===== src/rtl/bumpy_collision_detector_pkg.sv =====
// ---------------------------------------------------------------------------
// bumpy_collision_pkg
// Shared types and constants for the Bumpy collision detector slice.
//   - Edge bit positions inside the 4-bit hit-edge code {Left,Top,Right,Bottom}
//   - Overlap type indices used for the per-type flag/counter vectors
//   - FSM state type and the saturating hit-counter helper
// Optional feature macro used by this slice: BUMPY_HIT_COUNT_EN
// ---------------------------------------------------------------------------
package bumpy_collision_pkg;

  localparam int EDGE_LEFT   = 3;
  localparam int EDGE_TOP    = 2;
  localparam int EDGE_RIGHT  = 1;
  localparam int EDGE_BOTTOM = 0;

  localparam int OFFSET_W  = 11;
  localparam int HIT_CNT_W = 11;

  // Index of each overlap type inside the 3-bit type vectors
  localparam int TYPE_PLAT  = 2;
  localparam int TYPE_TRANS = 1;
  localparam int TYPE_WALL  = 0;

  typedef logic [3:0] edge_code_t;
  typedef logic [HIT_CNT_W-1:0] hit_cnt_t;

  typedef enum logic {
    SCAN   = 1'b0,
    REPORT = 1'b1
  } coll_state_t;

  // Increment that sticks at the all-ones value instead of wrapping
  function automatic hit_cnt_t satInc(input hit_cnt_t cnt);
    return (cnt == {HIT_CNT_W{1'b1}}) ? cnt : cnt + 1'b1;
  endfunction

endpackage


===== src/rtl/bumpy_collision_detector_if.sv =====
// ---------------------------------------------------------------------------
// bumpy_collision_detector_if
// Groups the raster-side drawing requests and the collision results.
//   master : video/raster side, drives the per-pixel requests and consumes
//            the collision results
//   slave  : the collision detector
// Signals:
//   startOfFrame, bumpyDrawingRequest, bumpyOffsetX/Y, platform/
//   transplatform/wallDrawingRequest          (master -> slave)
//   collision_platform/transplatform/wall, HitEdgeCode, collision_any
//   wallHitCount (only with BUMPY_HIT_COUNT_EN) (slave -> master)
// ---------------------------------------------------------------------------
interface bumpy_collision_detector_if;
  import bumpy_collision_pkg::*;

  logic                startOfFrame;
  logic                bumpyDrawingRequest;
  logic [OFFSET_W-1:0] bumpyOffsetX;
  logic [OFFSET_W-1:0] bumpyOffsetY;
  logic                platformDrawingRequest;
  logic                transplatformDrawingRequest;
  logic                wallDrawingRequest;

  logic                collision_platform;
  logic                collision_transplatform;
  logic                collision_wall;
  edge_code_t          HitEdgeCode;
  logic                collision_any;
`ifdef BUMPY_HIT_COUNT_EN
  hit_cnt_t            wallHitCount;
`endif

  modport master (
    output startOfFrame, bumpyDrawingRequest, bumpyOffsetX, bumpyOffsetY,
           platformDrawingRequest, transplatformDrawingRequest, wallDrawingRequest,
    input  collision_platform, collision_transplatform, collision_wall,
`ifdef BUMPY_HIT_COUNT_EN
           wallHitCount,
`endif
           HitEdgeCode, collision_any
  );

  modport slave (
    input  startOfFrame, bumpyDrawingRequest, bumpyOffsetX, bumpyOffsetY,
           platformDrawingRequest, transplatformDrawingRequest, wallDrawingRequest,
    output collision_platform, collision_transplatform, collision_wall,
`ifdef BUMPY_HIT_COUNT_EN
           wallHitCount,
`endif
           HitEdgeCode, collision_any
  );

endinterface


===== src/rtl/bumpy_collision_detector_edge_classifier.sv =====
// ---------------------------------------------------------------------------
// bumpy_edge_classifier
// Purely combinational: tells which edge bands of the Bumpy sprite the
// current pixel offset lies in. A corner pixel sets two bits.
//   offX_i, offY_i : pixel offset inside the sprite
//   edges_o        : {Left, Top, Right, Bottom}
// ---------------------------------------------------------------------------
module bumpy_edge_classifier
  import bumpy_collision_pkg::*;
#(
  parameter int SPRITE_W   = 32,
  parameter int SPRITE_H   = 32,
  parameter int EDGE_DEPTH = 4
) (
  input  logic [OFFSET_W-1:0] offX_i,
  input  logic [OFFSET_W-1:0] offY_i,
  output edge_code_t          edges_o
);

  localparam logic [OFFSET_W-1:0] NEAR_LIMIT   = OFFSET_W'(EDGE_DEPTH);
  localparam logic [OFFSET_W-1:0] RIGHT_LIMIT  = OFFSET_W'(SPRITE_W - EDGE_DEPTH);
  localparam logic [OFFSET_W-1:0] BOTTOM_LIMIT = OFFSET_W'(SPRITE_H - EDGE_DEPTH);

  always_comb begin
    edges_o              = '0;
    edges_o[EDGE_LEFT]   = (offX_i <  NEAR_LIMIT);
    edges_o[EDGE_TOP]    = (offY_i <  NEAR_LIMIT);
    edges_o[EDGE_RIGHT]  = (offX_i >= RIGHT_LIMIT);
    edges_o[EDGE_BOTTOM] = (offY_i >= BOTTOM_LIMIT);
  end

endmodule


===== src/rtl/bumpy_collision_detector.sv =====
// ---------------------------------------------------------------------------
// bumpy_collision_detector
// Watches the per-pixel drawing requests during the raster scan, records
// where Bumpy overlaps a platform, trans-platform or wall, and once per frame
// reports the result of the frame that just ended:
//   - single-cycle collision pulses in the cycle after startOfFrame
//   - a held {Left,Top,Right,Bottom} edge code of wall overlaps
//   - a held collision_any level
// Ports:
//   clk    : system clock
//   reset  : synchronous, active-high
//   bus    : bumpy_collision_detector_if.slave (requests in, results out)
// Optional feature macro BUMPY_HIT_COUNT_EN: per-type saturating overlap
// counters with a MIN_HIT_PIXELS threshold and a wallHitCount output;
// without it each type uses a sticky flag.
// ---------------------------------------------------------------------------
module bumpy_collision_detector
  import bumpy_collision_pkg::*;
#(
  parameter int SPRITE_W       = 32,
  parameter int SPRITE_H       = 32,
  parameter int EDGE_DEPTH     = 4,
  parameter int MIN_HIT_PIXELS = 2
) (
  input  logic                      clk,
  input  logic                      reset,
  bumpy_collision_detector_if.slave bus
);

  coll_state_t state_q, state_d;
  edge_code_t  edgeAcc_q, edgeAcc_d;
  edge_code_t  hitEdge_q, hitEdge_d;
  logic        any_q, any_d;
  logic [2:0]  reportHit_q, reportHit_d;

  logic [2:0]  ovType;
  logic [2:0]  frameHit;
  edge_code_t  pixelEdges;
  edge_code_t  wallEdges;
  logic        sof;

  assign sof = bus.startOfFrame;

  assign ovType[TYPE_PLAT]  = bus.bumpyDrawingRequest & bus.platformDrawingRequest;
  assign ovType[TYPE_TRANS] = bus.bumpyDrawingRequest & bus.transplatformDrawingRequest;
  assign ovType[TYPE_WALL]  = bus.bumpyDrawingRequest & bus.wallDrawingRequest;

  bumpy_edge_classifier #(
    .SPRITE_W   (SPRITE_W),
    .SPRITE_H   (SPRITE_H),
    .EDGE_DEPTH (EDGE_DEPTH)
  ) u_edge_classifier (
    .offX_i  (bus.bumpyOffsetX),
    .offY_i  (bus.bumpyOffsetY),
    .edges_o (pixelEdges)
  );

  // Only wall overlaps contribute to the edge code
  assign wallEdges = ovType[TYPE_WALL] ? pixelEdges : '0;

`ifdef BUMPY_HIT_COUNT_EN
  // Per-type saturating counters; a type counts as hit only once it has
  // collected enough pixels, which filters out single-pixel grazes.
  localparam hit_cnt_t HIT_THRESHOLD = HIT_CNT_W'(MIN_HIT_PIXELS);

  hit_cnt_t [2:0] cnt_q, cnt_d;
  hit_cnt_t       wallCount_q, wallCount_d;

  always_comb begin
    cnt_d       = cnt_q;
    wallCount_d = wallCount_q;
    frameHit    = '0;
    for (int i = 0; i < 3; i++) begin
      frameHit[i] = (cnt_q[i] >= HIT_THRESHOLD);
      if (sof) begin
        cnt_d[i] = HIT_CNT_W'(ovType[i]);
      end else if (ovType[i]) begin
        cnt_d[i] = satInc(cnt_q[i]);
      end
    end
    if (sof) begin
      wallCount_d = cnt_q[TYPE_WALL];
    end
  end

  always_ff @(posedge clk) begin
    if (reset) begin
      cnt_q       <= '0;
      wallCount_q <= '0;
    end else begin
      cnt_q       <= cnt_d;
      wallCount_q <= wallCount_d;
    end
  end

  assign bus.wallHitCount = wallCount_q;
`else
  // Sticky per-type flags: any single overlapping pixel marks the type.
  logic [2:0] sticky_q, sticky_d;

  always_comb begin
    frameHit = sticky_q;
    sticky_d = sof ? ovType : (sticky_q | ovType);
  end

  always_ff @(posedge clk) begin
    if (reset) begin
      sticky_q <= '0;
    end else begin
      sticky_q <= sticky_d;
    end
  end
`endif

  // Next-state and capture logic. On startOfFrame the finished frame is
  // copied into the report registers and the accumulators restart with the
  // current pixel only, so that pixel belongs to the new frame. A second
  // startOfFrame arriving while in REPORT starts another one-cycle REPORT
  // so the (nearly empty) back-to-back frame still gets its own report.
  always_comb begin
    state_d     = state_q;
    edgeAcc_d   = edgeAcc_q | wallEdges;
    hitEdge_d   = hitEdge_q;
    any_d       = any_q;
    reportHit_d = reportHit_q;

    case (state_q)
      SCAN:    state_d = sof ? REPORT : SCAN;
      REPORT:  state_d = sof ? REPORT : SCAN;
      default: state_d = SCAN;
    endcase

    if (sof) begin
      edgeAcc_d   = wallEdges;
      hitEdge_d   = edgeAcc_q;
      reportHit_d = frameHit;
      any_d       = |frameHit;
    end
  end

  always_ff @(posedge clk) begin
    if (reset) begin
      state_q     <= SCAN;
      edgeAcc_q   <= '0;
      hitEdge_q   <= '0;
      any_q       <= 1'b0;
      reportHit_q <= '0;
    end else begin
      state_q     <= state_d;
      edgeAcc_q   <= edgeAcc_d;
      hitEdge_q   <= hitEdge_d;
      any_q       <= any_d;
      reportHit_q <= reportHit_d;
    end
  end

  // Pulses are gated by the REPORT state so they last exactly one cycle;
  // the edge code and collision_any are held until the next capture.
  assign bus.collision_platform      = (state_q == REPORT) & reportHit_q[TYPE_PLAT];
  assign bus.collision_transplatform = (state_q == REPORT) & reportHit_q[TYPE_TRANS];
  assign bus.collision_wall          = (state_q == REPORT) & reportHit_q[TYPE_WALL];
  assign bus.HitEdgeCode             = hitEdge_q;
  assign bus.collision_any           = any_q;

endmodule


===== src/flat_wrapper.sv =====
// flat-port wrapper written by rule: the top's interface ports become plain ports
module bumpy_collision_detector_flat import bumpy_collision_pkg::*;
#(
  parameter int SPRITE_W       = 32,
  parameter int SPRITE_H       = 32,
  parameter int EDGE_DEPTH     = 4,
  parameter int MIN_HIT_PIXELS = 2
)
  (clk, reset, bus_startOfFrame, bus_bumpyDrawingRequest, bus_bumpyOffsetX, bus_bumpyOffsetY, bus_platformDrawingRequest, bus_transplatformDrawingRequest, bus_wallDrawingRequest, bus_collision_platform, bus_collision_transplatform, bus_collision_wall, bus_HitEdgeCode, bus_collision_any);
  bumpy_collision_detector_if bus_i ();
  input  logic clk;
  input  logic reset;
  input wire logic [$bits(bus_i.startOfFrame)-1:0] bus_startOfFrame;
  input wire logic [$bits(bus_i.bumpyDrawingRequest)-1:0] bus_bumpyDrawingRequest;
  input wire logic [$bits(bus_i.bumpyOffsetX)-1:0] bus_bumpyOffsetX;
  input wire logic [$bits(bus_i.bumpyOffsetY)-1:0] bus_bumpyOffsetY;
  input wire logic [$bits(bus_i.platformDrawingRequest)-1:0] bus_platformDrawingRequest;
  input wire logic [$bits(bus_i.transplatformDrawingRequest)-1:0] bus_transplatformDrawingRequest;
  input wire logic [$bits(bus_i.wallDrawingRequest)-1:0] bus_wallDrawingRequest;
  output wire logic [$bits(bus_i.collision_platform)-1:0] bus_collision_platform;
  output wire logic [$bits(bus_i.collision_transplatform)-1:0] bus_collision_transplatform;
  output wire logic [$bits(bus_i.collision_wall)-1:0] bus_collision_wall;
  output wire logic [$bits(bus_i.HitEdgeCode)-1:0] bus_HitEdgeCode;
  output wire logic [$bits(bus_i.collision_any)-1:0] bus_collision_any;
  assign bus_i.startOfFrame = bus_startOfFrame;
  assign bus_i.bumpyDrawingRequest = bus_bumpyDrawingRequest;
  assign bus_i.bumpyOffsetX = bus_bumpyOffsetX;
  assign bus_i.bumpyOffsetY = bus_bumpyOffsetY;
  assign bus_i.platformDrawingRequest = bus_platformDrawingRequest;
  assign bus_i.transplatformDrawingRequest = bus_transplatformDrawingRequest;
  assign bus_i.wallDrawingRequest = bus_wallDrawingRequest;
  assign bus_collision_platform = bus_i.collision_platform;
  assign bus_collision_transplatform = bus_i.collision_transplatform;
  assign bus_collision_wall = bus_i.collision_wall;
  assign bus_HitEdgeCode = bus_i.HitEdgeCode;
  assign bus_collision_any = bus_i.collision_any;
  bumpy_collision_detector #(.SPRITE_W(SPRITE_W), .SPRITE_H(SPRITE_H), .EDGE_DEPTH(EDGE_DEPTH), .MIN_HIT_PIXELS(MIN_HIT_PIXELS)) u_core (.clk(clk), .reset(reset), .bus(bus_i));
endmodule

===== config.mk =====
export PLATFORM = sky130hd
export DESIGN_NAME = bumpy_collision_detector_flat
export DESIGN_NICKNAME = d
export VERILOG_FILES = /design/src/rtl/bumpy_collision_detector_pkg.sv /design/src/rtl/bumpy_collision_detector_if.sv /design/src/rtl/bumpy_collision_detector_edge_classifier.sv /design/src/rtl/bumpy_collision_detector.sv /design/src/flat_wrapper.sv
export SDC_FILE = /design/constraint.sdc
export NUM_CORES = 1
export LEC_CHECK = 0
export BUFFER_PORTS_ARGS = -buffer_cell sky130_fd_sc_hd__buf_2
export CORE_AREA = 2 2 43 45
export DETAILED_ROUTE_END_ITERATION = 8
export DIE_AREA = 0 0 45 47
export PLACE_DENSITY = 0.73
export SLEW_MARGIN = 0
export SYNTH_ARGS = -nofsm -noshare
export SYNTH_HDL_FRONTEND = slang
export SYNTH_SLANG_ARGS = --single-unit

===== constraint.sdc =====
create_clock -name clk -period 1.11 [get_ports clk]
set_input_delay 0.222 -clock clk [delete_from_list [all_inputs] [get_ports clk]]
set_output_delay 0.222 -clock clk [all_outputs]
set_load 0.01 [all_outputs]

---- After elaboration in Yosys (flattened, before gate mapping) ----
Index checks and enable logic that the tools add are counted.
cells by class
  equality and inequality tests ........... 0
  add/subtract/negate cells ............... 0
  shift-type cells ........................ 0
  reductions and logical operators ........ 1
  bitwise gates (word level) .............. 8
  $lt $le $gt $ge ......................... 4
  div/mod/pow operators ................... 0
  multipliers ............................. 0
  mux-type cells .......................... 4
operators with widths
  operator                                                                               count
  11-bit by 5-bit greater-or-equal comparator with 1-bit output (second input constant)  2
  11-bit by 3-bit less-than comparator with 1-bit output (second input constant)         2
  4-bit two-way mux                                                                      2
  1-bit AND                                                                              6
  4-bit OR                                                                               1
  3-bit two-way mux                                                                      1
  3-bit OR                                                                               1
  3-bit OR reduction                                                                     1
  1-bit two-way mux                                                                      1
word-level totals
  bits in latches ......................... 0
  memories kept ........................... 0
  bits of input ports ..................... 29
  memory bits (read-only) ................. 0
  logic and storage cells ................. 23
  flip-flop bits (word level) ............. 16
  memory bits (writable) .................. 0
  output and inout port bits .............. 8

---- Logic depth before layout (Yosys ltp) ----
Gate-level depths: netlist of the first run.
  depth in word-level cells ............... 4
  mapped depth ............................ 4
  depth with buffers taken out ............ 3

---- Modules after synthesis ----
Synthesis of the first run repeated with hierarchy kept, for this count alone.
second synthesis, totals
  cells, all modules ...................... 70
  area, all modules ....................... 666.9 sq um
by module, submodules not included
  module                    cells each  sequential area each (sq um)  instances  area an instance (sq um)
  bumpy_collision_detector  60          320.3                         1          591.8
  bumpy_edge_classifier     10          0.0                           1          75.1

---- Least setup slack after synthesis of the first run ----
Ideal clock, no wire load.
  path type ............................... input-to-reg
  start ................................... in bus_bumpyOffsetX[5]
  end ..................................... reg u_core.edgeAcc_q[3]
  path slack .............................. 170 ps
  library setup time ...................... 96 ps
  path buffers ............................ 0
  stages on the path ...................... 3
  required time ........................... 1014 ps
  arrival time ............................ 844 ps
  path through ............................ nor4_4 -> nand2_1 -> o41ai_2
between the ends
  cells in the longest elaborated chain, start to end .. 4
ends and longest elaborated chain
  item                                                      RTL line                                        source
  start: declaration                                        flat_wrapper.sv:15                              input wire logic [$bits(bus_i.bumpyOffsetX)-1:0] bus_bumpyOffsetX;
  11-bit by 3-bit less-than comparator with 1-bit output *  bumpy_collision_detector_edge_classifier.sv:26  edges_o[EDGE_LEFT] = (offX_i < NEAR_LIMIT);
  4-bit two-way mux *                                       bumpy_collision_detector.sv:59                  assign wallEdges = ovType[TYPE_WALL] ? pixelEdges : '0;
  4-bit OR                                                  bumpy_collision_detector.sv:122                 edgeAcc_d = edgeAcc_q | wallEdges;
  4-bit two-way mux *                                       bumpy_collision_detector.sv:133                 if (sof) begin
  end signal: assignment                                    bumpy_collision_detector.sv:150                 edgeAcc_q <= edgeAcc_d;
  end: declaration                                          bumpy_collision_detector.sv:31                  edge_code_t edgeAcc_q, edgeAcc_d;
Mark *: on every way between the ends. The rest lies on a longest branch, timed or not.
A chain may end at the register's enable or synchronous reset.

---- Worst setup path in the final report of the first run ----
  start ................................... reg u_core.reportHit_q[2]
  end ..................................... out bus_collision_platform
between the ends
  cells in the longest elaborated chain, start to end .. 1
ends and longest elaborated chain
  item                      RTL line                         source
  start: declaration        bumpy_collision_detector.sv:34   logic [2:0] reportHit_q, reportHit_d;
  start signal: assignment  bumpy_collision_detector.sv:153  reportHit_q <= reportHit_d;
  1-bit AND                 bumpy_collision_detector.sv:159  assign bus.collision_platform = (state_q == REPORT) & reportHit_q[TYPE_PLAT];
  end: declaration          flat_wrapper.sv:20               output wire logic [$bits(bus_i.collision_platform)-1:0] bus_collision_platform;
No other way between the ends.

==> impl_metrics.ini, run 1 <==
[outcome]
status = complete, no violations

[grt]
top_usage_layer = met2
antenna_found_initial = 0
met3_usage_pct = 2.31
met1_usage_pct = 13.7
grt_pass1_vias = 509
gr-total-overflow = 0
grt_max_degree = 18
grtUsageMet2_pct = 22.0
grt_pass1_wl_mm = 1.86
grt.total_usage_pct = 12.3

[synthesis]
synth_common_cells = dfxtp_1, nor2_1, mux2i_1, nand2_1, a21oi_1
synth_top_area_share_pct = 49.7
synth_edf_count = 0
synth-async-reset-ratio_pct = 0
ys_seq_elements = 16
syn_nets = 97
syn-cell-area_sq_um = 644
ys_warn_count = 0
synthDistinctLibCells = 20
ys.flop_type = dfxtp_1
avgSynthCellArea_sq_um = 9.48
yosys.cell_count.top_type = dfxtp_1
ys_top_cells_by_area = dfxtp_1, mux2i_1, nor2_1
yosysSeqAreaShare_pct = 49.7
netlist_instances = 68
synth_top_area_cell = dfxtp_1

[critical_path]
r2r_end = u_core.bus.collision_any$_SDFFE_PP0P_
rr_startpoint = u_core.frameHit[2]$_SDFF_PP0_
cp-start-kind = flop
cp_top_family = flip-flops
critPathBufInv = 1
cp-end-kind = primary output
cp_max_fo = 2
reg2reg_slack_ns = 0.39
critPathMaxStageDelay_ns = 0.32
worst-r2r-cell-count = 2
crit_chain = and2_1 -> buf_2
critPathRequiredTime_ns = 0.89
crit_type = reg -> out
critPathArrivalTime_ns = 0.86
cpMaxStageDelayCell = dfxtp_1

[power_and_ir_drop]
p_total_uw = 1020
p_leak_uw = 0.000405
vdd_drop_max_uv = 569
p_per_area_mw_per_mm2 = 1210

[clock_tree]
clock_latency_ns = 0.27
cts.sinks = 16
clkTransAtPathRegs_ns = 0.08
cts_max_path_buffers = 2
cts_made_buffers = 3
cts_root_buffer = clkbuf_4
cts_hold_buf = 0
tritoncts = yes
htree_levels = 1

[sta]
period_share_pct = 97.9
worst_slack_ns = 0.0235
fin_crit_ns = 1.09
hold_viol = 0
fin_skew_ns = 0.000792
worstMarginPinSlew_ns = 0.370
setup_tns_ns = 0
grt_setup_unrepaired = true
report.final.slew_viol_count = 0
setup_violations = 0
fmax_mhz = 920
maxSlewHeadroom_pct = 75.1

[route]
dr.first_iter.drc_count = 5
via_count = 595
wl_per_cell_microns = 10.7
drt-total-wl_mm = 1.26
post_drt_via_cell_ratio = 5.04
dr.pass1.iters = 2
ant_nets = 0
drc_errors = 0

[placed_design]
port_buffers = 32
globalplace.congestion = 0.766
dp_slack_ns = 0.00339
dp_hpwl_microns = 994

[hold_path]
hold_start = bus_transplatformDrawingRequest
holdPathEnd = u_core.frameHit[1]$_SDFF_PP0_
min_delay_path_depth = 3
min_path_type = in -> reg

[floorplan]
core_sq_mm = 0.00165
die_y_microns = 47
die_x_microns = 45
start_util_pct = 39.0
num_rows = 15
io_pins = 37
die_area_sq_mm = 0.00212

[final_layout]
n_antenna_cell = 0
syn2layout_area_growth_pct = 30.9
finalNetCount = 132
drive_above_1_share_pct = 40.6
nFillCells = 174

[run]
max_cap_violations = 0
[kinds of logic (layout without fill, tap and decap cells)]
family          count (synthesis)  after routing  synth area share, %
flops                          16             16                 49.7
buf+inv                         4             37                 2.72
compound gates                 10             10                 11.8
mux                             7              7                 10.9
simple gates                   31             31                 24.9
[sequential cells by signal, indices dropped and copies added (netlist names)]
register	cells
u_core.bus.HitEdgeCode	4
u_core.bus.collision_any	1
u_core.edgeAcc_q	4
u_core.frameHit	3
u_core.reportHit_q	3
u_core.state_q	1
[worst reg2reg max path, delay by kind of cell, from the launching register on]
family	cells	cell delay, ns
and+or+nand+nor	1	0.19
AOI/OAI and AO/OA	1	0.09
DFF	1	0.33
[worst max-delay path by stage]
| stage | from | endpoint | slack, ns | cells past startpoint |
|---|---|---|---|---|
| after floorplan | bus_bumpyOffsetX[5] | u_core.edgeAcc_q[3]$_SDFF_PP0_ | 0.17 | 3 |
| after global placement | bus_bumpyOffsetX[5] | u_core.edgeAcc_q[3]$_SDFF_PP0_ | 0.02 | 4 |
| after detailed placement | bus_bumpyOffsetX[5] | u_core.edgeAcc_q[3]$_SDFF_PP0_ | 0.003 | 4 |
| after CTS | u_core.state_q$_SDFF_PP0_ | bus_collision_platform | 0.005 | 2 |
| after global routing | u_core.reportHit_q[2]$_SDFFE_PP0P_ | bus_collision_platform | -0.01 | 2 |
| final | u_core.reportHit_q[2]$_SDFFE_PP0P_ | bus_collision_platform | 0.02 | 2 |
[placed cells by master (no fill, tap or decap), types with 2 or more instances in the layout]
cell type	netlist	layout
nand2_1	6	6
a31o_2	2	2
clkbuf_4	0	3
and2_1	3	3
nor3_1	2	2
buf_2	2	32
a22oi_1	2	2
a21oi_1	4	4
dfxtp_1	16	15
mux2i_1	7	7
nand3_1	2	2
nor2_1	13	13
[stage by stage]
stage                     util, %  hold slack [ns]  instance area (sq um)  std cells
after floorplan                 -            0.366                    644         68
after global placement       49.6            0.451                    820        115
after detailed placement     49.6            0.460                    820        115
after CTS                    51.0            0.174                    842        118
after global routing         51.1            0.198                    843        118
final                        51.1            0.175                    843        118
[repair_timing]
item / 4_1_cts / 5_1_grt
setup endpoints to repair: 0 / 3
buffers inserted: 0 / 0
resized for setup: 0 / 1
hold endpoints to repair: 0 / 0
[metal layers]
| layer | part of all wire (%) | wire [microns] |
|---|---|---|
| met1 | 41 | 524 |
| met2 | 51 | 646 |
| met3 | 6.7 | 85 |
| met4 | 0.63 | 8 |
| met5 | 0 | 0 |
[cell type report]
| cell class | instances | area [sq um] | area share [%] |
|---|---|---|---|
| Sequential cell | 16 | 322 | 38.1 |
| Tap cell | 17 | 21.3 | 2.52 |
| Clock buffer | 3 | 22.5 | 2.67 |
| Timing Repair Buffer | 33 | 168 | 19.9 |
| Inverter | 1 | 3.75 | 0.445 |
| Multi-Input combinational cell | 48 | 307 | 36.4 |
[power breakdown]
group	switching, uW	leakage, uW	internal [uW]
clock	165	0.0000138	126
sequential	11.1	0.000131	595
combinational	63.1	0.000260	65.0
total	239	0.000405	785
Power figures use the tool's default switching activity.
==> run 2, diff against run 1 <==
SETUP_SLACK_MARGIN = 0.3   (was unset)
==> impl_metrics.ini, run 2 (synthesis results as in run 1) <==
[clock_tree]
tritoncts = yes
clock_latency_ns = 0.27
cts_max_path_buffers = 2
clkTransAtPathRegs_ns = 0.08
cts_hold_buf = 0
cts_made_buffers = 3
cts_root_buffer = clkbuf_4
htree_levels = 1
cts.sinks = 16

[grt]
grt_pass1_vias = 514
antenna_found_initial = 0
gr-total-overflow = 0
grt_max_degree = 18
grt.total_usage_pct = 14.0
grt_pass1_wl_mm = 2.10

[route]
drc_errors = 0
via_count = 596
ant_nets = 0
post_drt_via_cell_ratio = 4.97
dr.pass1.iters = 4
drt-total-wl_mm = 1.42
wl_per_cell_microns = 11.8
dr.first_iter.drc_count = 5

[placed_design]
dpl_cell_area_sq_um = 827
globalplace.congestion = 0.726
port_buffers = 32

[critical_path]
r2r_end = u_core.reportHit_q[0]$_SDFFE_PP0P_
cp-end-kind = primary output
worst-r2r-cell-count = 4
cpMaxStageDelayCell = dfxtp_2
critPathArrivalTime_ns = 0.86
reg2reg_slack_ns = 0.29
critPathMaxStageDelay_ns = 0.33
critPathBufInv = 1
critPathRequiredTime_ns = 0.89
cp-start-kind = flop
crit_chain = and2_1 -> buf_2
rr_startpoint = u_core.reportHit_q[0]$_SDFFE_PP0P_
cp_top_family = flip-flops
crit_type = reg -> out
cp_max_fo = 2

[sta]
fin_crit_ns = 1.08
fmax_mhz = 922
worstMarginPinSlew_ns = 0.290
report.final.slew_viol_count = 0
grt_setup_unrepaired = true
setup_violations = 0
fin_skew_ns = 0.000493
setup_tns_ns = 0
maxSlewHeadroom_pct = 80.6
hold_viol = 0
period_share_pct = 97.7

[final_layout]
final_common_cell = buf_2
finalNetCount = 134
drive_above_1_share_pct = 54.4
syn2layout_area_growth_pct = 46.8
n_antenna_cell = 0
final_cell_mix = buf_2, nor2_1, dfxtp_2, buf_6, mux2i_1
postLayoutCellArea_sq_um = 946

[power_and_ir_drop]
p_leak_uw = 0.000433
vdd_drop_max_uv = 578
p_per_area_mw_per_mm2 = 1110
p_total_uw = 1050

[hold_path]
min_delay_path_depth = 3
holdPathEnd = u_core.frameHit[1]$_SDFF_PP0_
hold_start = bus_transplatformDrawingRequest
min_path_type = in -> reg

[outcome]
status = complete, no violations

[floorplan]
die_x_microns = 45
core_sq_mm = 0.00165
die_area_sq_mm = 0.00212
num_rows = 15
io_pins = 37
die_y_microns = 47
start_util_pct = 39.0

[run]
max_cap_violations = 0
## run 2: cell count changes in the layout (fill, tap and decap cells not counted), sizes merged
cell and delta:
buf +2
## run 2: final cells by class
cell class,count,area (sq um)
fillers,165,706
repair buffers,35,234
well taps,17,21.3
inverters,1,3.75
flip-flops and latches,16,333
multi-input cells,48,332
clock buffers,3,22.5
## run 2: power breakdown
part,internal [uW],total [uW],switching (uW)
clock network,125,285,159
logic,81.9,152,70.5
registers,597,610,13.7
total,804,1050,244
## run 2: per-layer routing
metal / share of wire [%] / vias to the layer above / track usage, %
met4: 0.70 / 0 / 5.29
met5: 0 / - / 0
met3: 8.5 / 2 / 4.62
met2: 51 / 30 / 23.4
li1: - / 308 / -
met1: 40 / 256 / 16.7
## run 2: what timing repair did
item                       CTS  global route
setup endpoints to repair    9            10
gates resized for setup     13             8
setup buffers                1             2
pin swaps                    7             3
## run 2: stage by stage
step,worst slack [ns],std cells,hold slack (ns),utilization (%)
final,0.0254,120,0.198,57.3
after global routing,-0.00693,120,0.201,57.3
after CTS,0.0152,118,0.198,54.7
after detailed placement,0.00847,114,0.457,50.1
after global placement,0.0202,114,0.453,50.1
after floorplan,0.171,68,0.366,-
## run 2: worst register-to-register path, stage by stage (launching register included)
cell     delay, ns
dfxtp_2       0.33
buf_6         0.11
buf_6         0.10
mux2i_1       0.12
nor2_1        0.06
## run 2: worst max path at each step
stage,start,end,slack (ns),cells after the start
global route,u_core.state_q$_SDFF_PP0_,bus_collision_transplatform,-0.007,2
finish,u_core.reportHit_q[0]$_SDFFE_PP0P_,bus_collision_wall,0.03,2
floorplan,bus_bumpyOffsetX[5],u_core.edgeAcc_q[3]$_SDFF_PP0_,0.17,3
detailed placement,bus_bumpyOffsetX[5],u_core.edgeAcc_q[3]$_SDFF_PP0_,0.008,4
CTS,u_core.reportHit_q[2]$_SDFFE_PP0P_,bus_collision_platform,0.02,2
global placement,bus_bumpyOffsetX[5],u_core.edgeAcc_q[3]$_SDFF_PP0_,0.02,4
